==> config.mk <==
export PLATFORM = sky130hd
export DESIGN_NAME = rr_mux_n
export DESIGN_NICKNAME = d
export VERILOG_FILES = /design/src/rtl/rr_mux_pkg.sv /design/src/rtl/rr_arbiter.sv /design/src/rtl/rr_mux_n.sv
export SDC_FILE = /design/constraint.sdc
export NUM_CORES = 1
export LEC_CHECK = 0
export BUFFER_PORTS_ARGS = -buffer_cell sky130_fd_sc_hd__buf_2
export CORE_MARGIN = 8
export CORE_UTILIZATION = 51
export CTS_BUF_LIST = sky130_fd_sc_hd__clkbuf_2 sky130_fd_sc_hd__clkbuf_4 sky130_fd_sc_hd__clkbuf_8
export DETAILED_ROUTE_END_ITERATION = 8
export PLACE_DENSITY = 0.82
export SYNTH_ARGS = -nofsm -noshare
export SYNTH_HDL_FRONTEND = slang
export SYNTH_SLANG_ARGS = --single-unit
==> constraint.sdc <==
create_clock -name clk -period 4.8 [get_ports clk]
set_clock_uncertainty 0.2 [all_clocks]
set_input_delay 0.24 -clock clk [delete_from_list [all_inputs] [get_ports clk]]
set_output_delay 0.24 -clock clk [all_outputs]
set_load 0.1 [all_outputs]
==> src/rtl/rr_mux_pkg.sv <==
// Shared constants for the round-robin output mux.
// Defaults for channel count/width and transfer counter width.
package rr_mux_pkg;

    localparam int DEF_WIDTH  = 8;
    localparam int DEF_NUM_CH = 4;
    localparam int XFER_W     = 16;

endpackage

==> src/rtl/rr_arbiter.sv <==
// Combinational round-robin arbiter.
// Searches upward from i_last+1 with wrap; first requester wins.
module rr_arbiter
    import rr_mux_pkg::*;
#(
    parameter  int NUM_CH = DEF_NUM_CH,
    localparam int CHW    = $clog2(NUM_CH)
) (
    input  logic [NUM_CH-1:0] i_req,
    input  logic [CHW-1:0]    i_last,
    output logic [NUM_CH-1:0] o_grant,
    output logic [CHW-1:0]    o_idx,
    output logic              o_any
);

    logic           w_found;
    int             w_sum;
    logic [CHW-1:0] w_c;

    always_comb begin
        o_grant = '0;
        o_idx   = '0;
        w_found = 1'b0;
        w_sum   = 0;
        w_c     = '0;
        for (int k = 1; k <= NUM_CH; k++) begin
            w_sum = (int'(i_last) + k) % NUM_CH;
            w_c   = CHW'(w_sum);
            if (!w_found && i_req[w_c]) begin
                o_grant[w_c] = 1'b1;
                o_idx        = w_c;
                w_found      = 1'b1;
            end
        end
    end

    assign o_any = w_found;

endmodule

==> src/rtl/rr_mux_n.sv <==
// N-channel round-robin mux with a single registered output stage.
// Define RRMUX_COUNT_EN to add the xfer_count output-transfer counter.
module rr_mux_n
    import rr_mux_pkg::*;
#(
    parameter  int WIDTH  = DEF_WIDTH,
    parameter  int NUM_CH = DEF_NUM_CH,
    localparam int CHW    = $clog2(NUM_CH)
) (
    input  logic                    clk,
    input  logic                    reset,
    input  logic [NUM_CH-1:0]       in_valid,
    input  logic [NUM_CH*WIDTH-1:0] in_data,
    output logic [NUM_CH-1:0]       in_ready,
    output logic                    out_valid,
    output logic [WIDTH-1:0]        out_data,
    output logic [CHW-1:0]          out_ch,
    input  logic                    out_ready
`ifdef RRMUX_COUNT_EN
    ,
    output logic [XFER_W-1:0]       xfer_count
`endif
);

    logic             r_valid;
    logic [WIDTH-1:0] r_data;
    logic [CHW-1:0]   r_ch;
    logic [CHW-1:0]   r_last;

    logic              w_load;
    logic [NUM_CH-1:0] w_grant;
    logic [CHW-1:0]    w_idx;
    logic              w_any;
    logic [WIDTH-1:0]  w_ch_data [NUM_CH];

    for (genvar g = 0; g < NUM_CH; g++) begin : g_unpack
        assign w_ch_data[g] = in_data[g*WIDTH +: WIDTH];
    end

    rr_arbiter #(
        .NUM_CH (NUM_CH)
    ) u_arb (
        .i_req   (in_valid),
        .i_last  (r_last),
        .o_grant (w_grant),
        .o_idx   (w_idx),
        .o_any   (w_any)
    );

    // Register is free when empty or being drained this cycle.
    assign w_load   = !r_valid || out_ready;
    assign in_ready = (w_load && !reset) ? w_grant : '0;

    always_ff @(posedge clk) begin
        if (reset) begin
            r_valid <= 1'b0;
            r_data  <= '0;
            r_ch    <= '0;
            r_last  <= CHW'(NUM_CH - 1);
        end else if (w_load) begin
            if (w_any) begin
                r_valid <= 1'b1;
                r_data  <= w_ch_data[w_idx];
                r_ch    <= w_idx;
                r_last  <= w_idx;
            end else begin
                r_valid <= 1'b0;
            end
        end
    end

`ifdef RRMUX_COUNT_EN
    logic [XFER_W-1:0] r_cnt;

    always_ff @(posedge clk) begin
        if (reset) begin
            r_cnt <= '0;
        end else if (r_valid && out_ready) begin
            r_cnt <= r_cnt + 1'b1;
        end
    end

    assign xfer_count = r_cnt;
`endif

    assign out_valid = r_valid;
    assign out_data  = r_data;
    assign out_ch    = r_ch;

endmodule

# [After elaboration in Yosys (flattened, before gate mapping)]
# Cells that the tools add are included.
[word_totals] ff_bits=13 input_bits=39 output_inout_bits=15
[classes] addsub=4 magnitude_cmp=9 muxes=33 n_bitwise=4 n_reduce_logical=15
[op_table] operator="$mux 4" count=5
[op_table] operator="$bmux 8 s2" count=1
[op_table] operator="$mux 8" count=2
[op_table] operator="$mux 1" count=13
[op_table] operator="$lt 2x3->1 const B" count=4
[op_table] operator="$or 4x4->4" count=3
[op_table] operator="$bmux 1 s2" count=4
[op_table] operator="$demux 1 s2" count=4
[op_table] operator="$ge 2x1->1 const B" count=4
[op_table] operator="$logic_and 1x1->1" count=8
[op_table] operator="$mux 2" count=4
[op_table] operator="$logic_not 1->1" count=5
[op_table] operator="$add 2x1->2 const B" count=2
[op_table] operator="$add 2x2->2 const B" count=2
[op_table] operator="$ge 3x3->1 const B" count=1
[op_table] operator="$not 2->3" count=1
[op_table] operator="$reduce_and 2->1" count=1
[op_table] operator="$logic_or 1x1->1" count=1

# [Longest topological paths before layout]
[logic_depth] depth_word=17 depth_mapped=12 ltp_nobuf=8

# [Modules after synthesis]
# Synthesis repeated with hierarchy kept, for this count alone.
[unflattened] hier_cells=139 hier_area_um2=1228.7
[by_module_without_submodules] module="rr_mux_n" instances=1 cells_per_inst=71 area_per_inst_um2=703.2
[by_module_without_submodules] module="rr_arbiter" instances=1 cells_per_inst=68 area_per_inst_um2=525.5

# [Worst setup path after synthesis]
# Ideal clock, no wire load.
[synth_timing] path_type="register to output" start="reg r_last[0]" end="out in_ready[0]" t_arrival_ns=3.840 required_time_ns=4.360 slack_ns=0.520 path_stages_with_launch=10 n_path_buf=2 cell_sequence="dfxtp_1 > buf_6 > clkbuf_1 > inv_1 > ha_1 > mux4_2 > nor2b_1 > nor3b_1 > a221oi_1 > nor2_1"
[synth_via] elab_chain_len=14 word_cells_on_any_way=49 classes_between="4 x add/sub; 8 x order compare; 24 x mux; 3 x bitwise; 10 x reduce/logical"
[synth_rtl] item="from (decl)" line="rr_mux_n.sv:28" source="logic [CHW-1:0] r_last;"
[synth_rtl] item="from (signal assigned)" line="rr_mux_n.sv:59" source="r_last <= CHW'(NUM_CH - 1);"
[synth_rtl] item="from (signal assigned)" line="rr_mux_n.sv:65" source="r_last <= w_idx;"
[synth_rtl] item="branches (longest 12 deep; another with $lt 2x3->1)"
[synth_rtl] item="$mux 4 *" line="rr_arbiter.sv:29" source="if (!w_found && i_req[w_c]) begin"
[synth_rtl] item="$mux 4 *" line="rr_mux_n.sv:52" source="assign in_ready = (w_load && !reset) ? w_grant : '0;"
[synth_rtl] item="to (decl)" line="rr_mux_n.sv:14" source="output logic [NUM_CH-1:0] in_ready,"
# Mark *: on every way between the ends. The select of a mux whose other input is x is not followed.

# [Final worst setup path]
[layout_timing] start="reg r_last[1]" end="out in_ready[2]"
# Same word-level chain as after synthesis.

==> flow_metrics.py <==
metrics = {
    "cts": {
        "cts.sinks": 13,
        "cts_buffers": 3,
        "htreeDepth": 1,
        "path_clk_slew_ps": 80,
        "clk_latency_ps": 270,
        "cts_tree": "yes",
        "cts-root-buf": "clkbuf_4",
        "cts_max_path_buffers": 2,
    },
    "worst_setup_path": {
        "cp.depth": 8,
        "r2r-end": "out_data[0]$_SDFFE_PP0P_",
        "cp-start-kind": "flop",
        "cp-end-kind": "output pin",
        "crit_required_ps": 4360,
        "worst-path-buf-inv": 2,
        "ff2ff_path_depth": 8,
        "critPathMaxStageDelay_ps": 540,
        "cp_top_family": "simple AND/OR/NAND/NOR gates",
        "r2r_start": "r_last[1]$_SDFFE_PP1P_",
        "crit_arrival_ps": 3300,
        "crit_fanout": 10,
        "r2r_setup_slack_ps": 1460,
        "cp_cell_sequence": "inv_1 -> ha_1 -> mux4_2 -> nor2b_1 -> nor3b_1 -> a221oi_1 -> nor2_1 -> buf_2",
        "path_class": "flop to output pin",
        "slowest_stage": "mux4_2",
    },
    "pwr": {
        "seq_power_share_pct": 14.9,
        "clockPowerShare_pct": 6.6,
        "internal-power_uw": 464.8,
        "netSwitchingPower_uw": 662.8,
        "ir_drop_mv": 0.5116,
        "p_sw_share_pct": 58.78,
        "pwr-share-comb_pct": 78.5,
        "p_per_area_mw_per_mm2": 645.1,
        "total_leakage_power_uw": 0.0007667,
    },
    "logic_synthesis": {
        "synth_cell_types": 47,
        "synth_top_family_by_area": "compound AO/OA/AOI/OAI gates",
        "synth_top_area_share_pct": 17.84,
        "synth_compound_area_share_pct": 32.33,
        "muxShareOfSynthArea_pct": 17.58,
        "yosysWarnings": 0,
        "seq_area_frac_synth_pct": 17.84,
        "synthSimpleGateAreaFrac_pct": 18.70,
        "synth-xor-area-share_pct": 0.6003,
        "ys_async_sr_fraction_pct": 0,
        "synth_area_leader_cell": "dfxtp_1",
        "synth_area_mm2": 0.001459,
        "synth_area_leaders": "dfxtp_1 18%, mux2_2 9.3%, o22a_1 7.8%",
        "synth_fa_ha_area_share_pct": 6.861,
        "syn_nets": 213,
        "synth_cells": 166,
        "synth_edf_count": 0,
        "syn_area_per_cell_um2": 8.789,
        "ys.flop_type": "dfxtp_1",
        "ys_ff_latch": 13,
    },
    "routing": {
        "vias": 1508,
        "wl_um": 3845,
        "viasPerCell": 6.155,
        "dr.first_iter.drc_count": 126,
        "routedWlPerCell_um": 15.69,
        "drc": 0,
        "postRouteAntennaNets": 0,
        "drtPass1Iterations": 4,
    },
    "timing": {
        "worst_hold_slack_ps": 83.57,
        "setup_violations": 0,
        "min_period_over_period_pct": 77.97,
        "worstMarginPinSlew_ps": 1012,
        "drv_slew": 0,
        "finalHoldViolCount": 0,
        "setup_tns_ps": 0,
        "timing.fmax_mhz": 267.2,
        "slew_headroom_pct": 32.46,
        "fin_crit_ps": 3743,
        "rsz0062_at_grt": "no",
    },
    "die": {
        "pin_count": 54,
        "die_w_um": 69.49,
        "die-area_mm2": 0.004828,
        "fp.coreArea_mm2": 0.002734,
        "fp.dieH_um": 69.49,
        "rows": 19,
        "initial_core_util_pct": 53.36,
    },
    "global_route": {
        "gr-total-overflow": 0,
        "grt_max_degree": 32,
        "track_usage_pct": 15.45,
        "grt_pass1_wl_um": 6637,
        "grt_pass1_vias": 1530,
        "antenna_found_initial": 0,
    },
    "finish": {
        "antenna_cells": 0,
        "nets": 262,
        "nFillCells": 247,
        "drive_gt1_share_pct": 39.72,
        "area_growth_pct": 19.81,
    },
    "min_path": {
        "whs_path_depth": 4,
        "min_from": "out_ready",
        "hp-class": "primary input to flop",
        "min_delay_worst_endpoint": "out_valid$_SDFFE_PP0N_",
    },
    "outcome": {
        "status": "completed",
    },
    "run": {
        "max_cap_violations": 0,
    },
    "place": {
        "place.gp.congestion": 0.8663,
        "dp_hpwl_um": 2951,
        "port_buffers": 53,
    },
}
## placed cells by master (no fill, tap or decap), drive strengths merged, types with 3 or more instances in the layout
cell and count:
buf 54, o211ai 15, nor2 15, nand2 13
o22a 13, dfxtp 13, mux2 13, ha 8
nand3 6, inv 5, a21oi 5, o21ai 5
mux4 4, a22oi 4, a221oi 4, clkbuf 4
nor2b 3, or3b 3
## final cells by class
| cell class | count | area (um^2) | share of cell area (%) |
|---|---|---|---|
| clock buffers | 4 | 30.03 | 1.718 |
| well taps | 31 | 38.79 | 2.219 |
| multi-input cells | 137 | 1117 | 63.92 |
| repair buffers | 55 | 282.8 | 16.18 |
| inverters | 5 | 18.77 | 1.074 |
| flip-flops and latches | 13 | 260.3 | 14.89 |
## state kept, by name, indices dropped and copies added (netlist names)
signal     cells
out_data       8
out_ch         2
r_last         2
out_valid      1
## kinds of logic (layout without fill, tap and decap cells)
family | count (synthesis) | count (layout)
flip-flops | 13 | 13
XOR/XNOR | 1 | 1
AO/OA/AOI/OAI | 59 | 59
multiplexers | 19 | 19
buffers and inverters | 16 | 64
AND/OR/NAND/NOR | 50 | 50
adder cells (fa/ha/maj) | 8 | 8
## worst max-delay path by stage
stage	startpoint	end	slack, ps
after floorplan	r_last[0]$_SDFFE_PP1P_	in_ready[0]	520
final	r_last[1]$_SDFFE_PP1P_	in_ready[2]	1060
after CTS	r_last[1]$_SDFFE_PP1P_	in_ready[1]	1050
after global routing	r_last[1]$_SDFFE_PP1P_	in_ready[2]	700
after global placement	r_last[1]$_SDFFE_PP1P_	in_ready[0]	1460
after detailed placement	r_last[1]$_SDFFE_PP1P_	in_ready[1]	1350
## metal layers
layer / vias up / routed length, um / global-route usage [%]
met1: 698 / 1649 / 18.66
li1: 749 / - / -
met2: 59 / 1859 / 25.92
met5: - / 0 / 0
met4: 0 / 8 / 2.961
met3: 2 / 327 / 5.150
## stage by stage
stage               power [uW]  std cells  area, um^2  utilization, %  setup slack (ps)
finish                    1128        245        1748           63.94              1057
global route              1204        245        1748           63.94             695.5
CTS                       1133        245        1748           63.94              1047
detailed placement        1058        240        1708           62.47              1354
global placement          1049        240        1708           62.47              1457
floorplan                939.4        166        1459               -             519.6
## Yosys cell counts (all sizes together) (2+ instances only)
cell type  number
or3b            3
o221ai          2
o211ai         15
mux4            4
mux2i           2
nor4            2
a221oi          4
nor3            2
a211oi          2
dfxtp          13
nand2          13
inv             5
ha              8
a21oi           5
nor2           15
o21ai           5
a22oi           4
mux2           13
nand2b          2
nor2b           3
clkbuf          3
buf             8
nand3           6
o22a           13
## power by group through the flow
stage	Sequential, uW	Combinational, uW	Clock (uW)
6_report	168	885	74.8
5_1_grt	173	947	83.3
4_1_cts	168	889	75.9
3_5_place_dp	170	888	0
3_3_place_gp	171	878	0
2_1_floorplan	392	547	0
## timing repair
item | 4_1_cts | 5_1_grt
gates resized for setup | 0 | 0
hold buffers | 1 | 0
hold endpoints to repair | 2 | 0
buffers inserted | 0 | 0
## worst register-to-register path, delay by kind of cell, from the launching register on
family,cells,cell delay (ps)
buffers and inverters,1,230
DFF,1,530
muxes,2,930
and+or+nand+nor,3,710
adders and majority gates,1,450
AOI/OAI and AO/OA,1,180
Note: power is estimated with default switching activity, not from simulation.
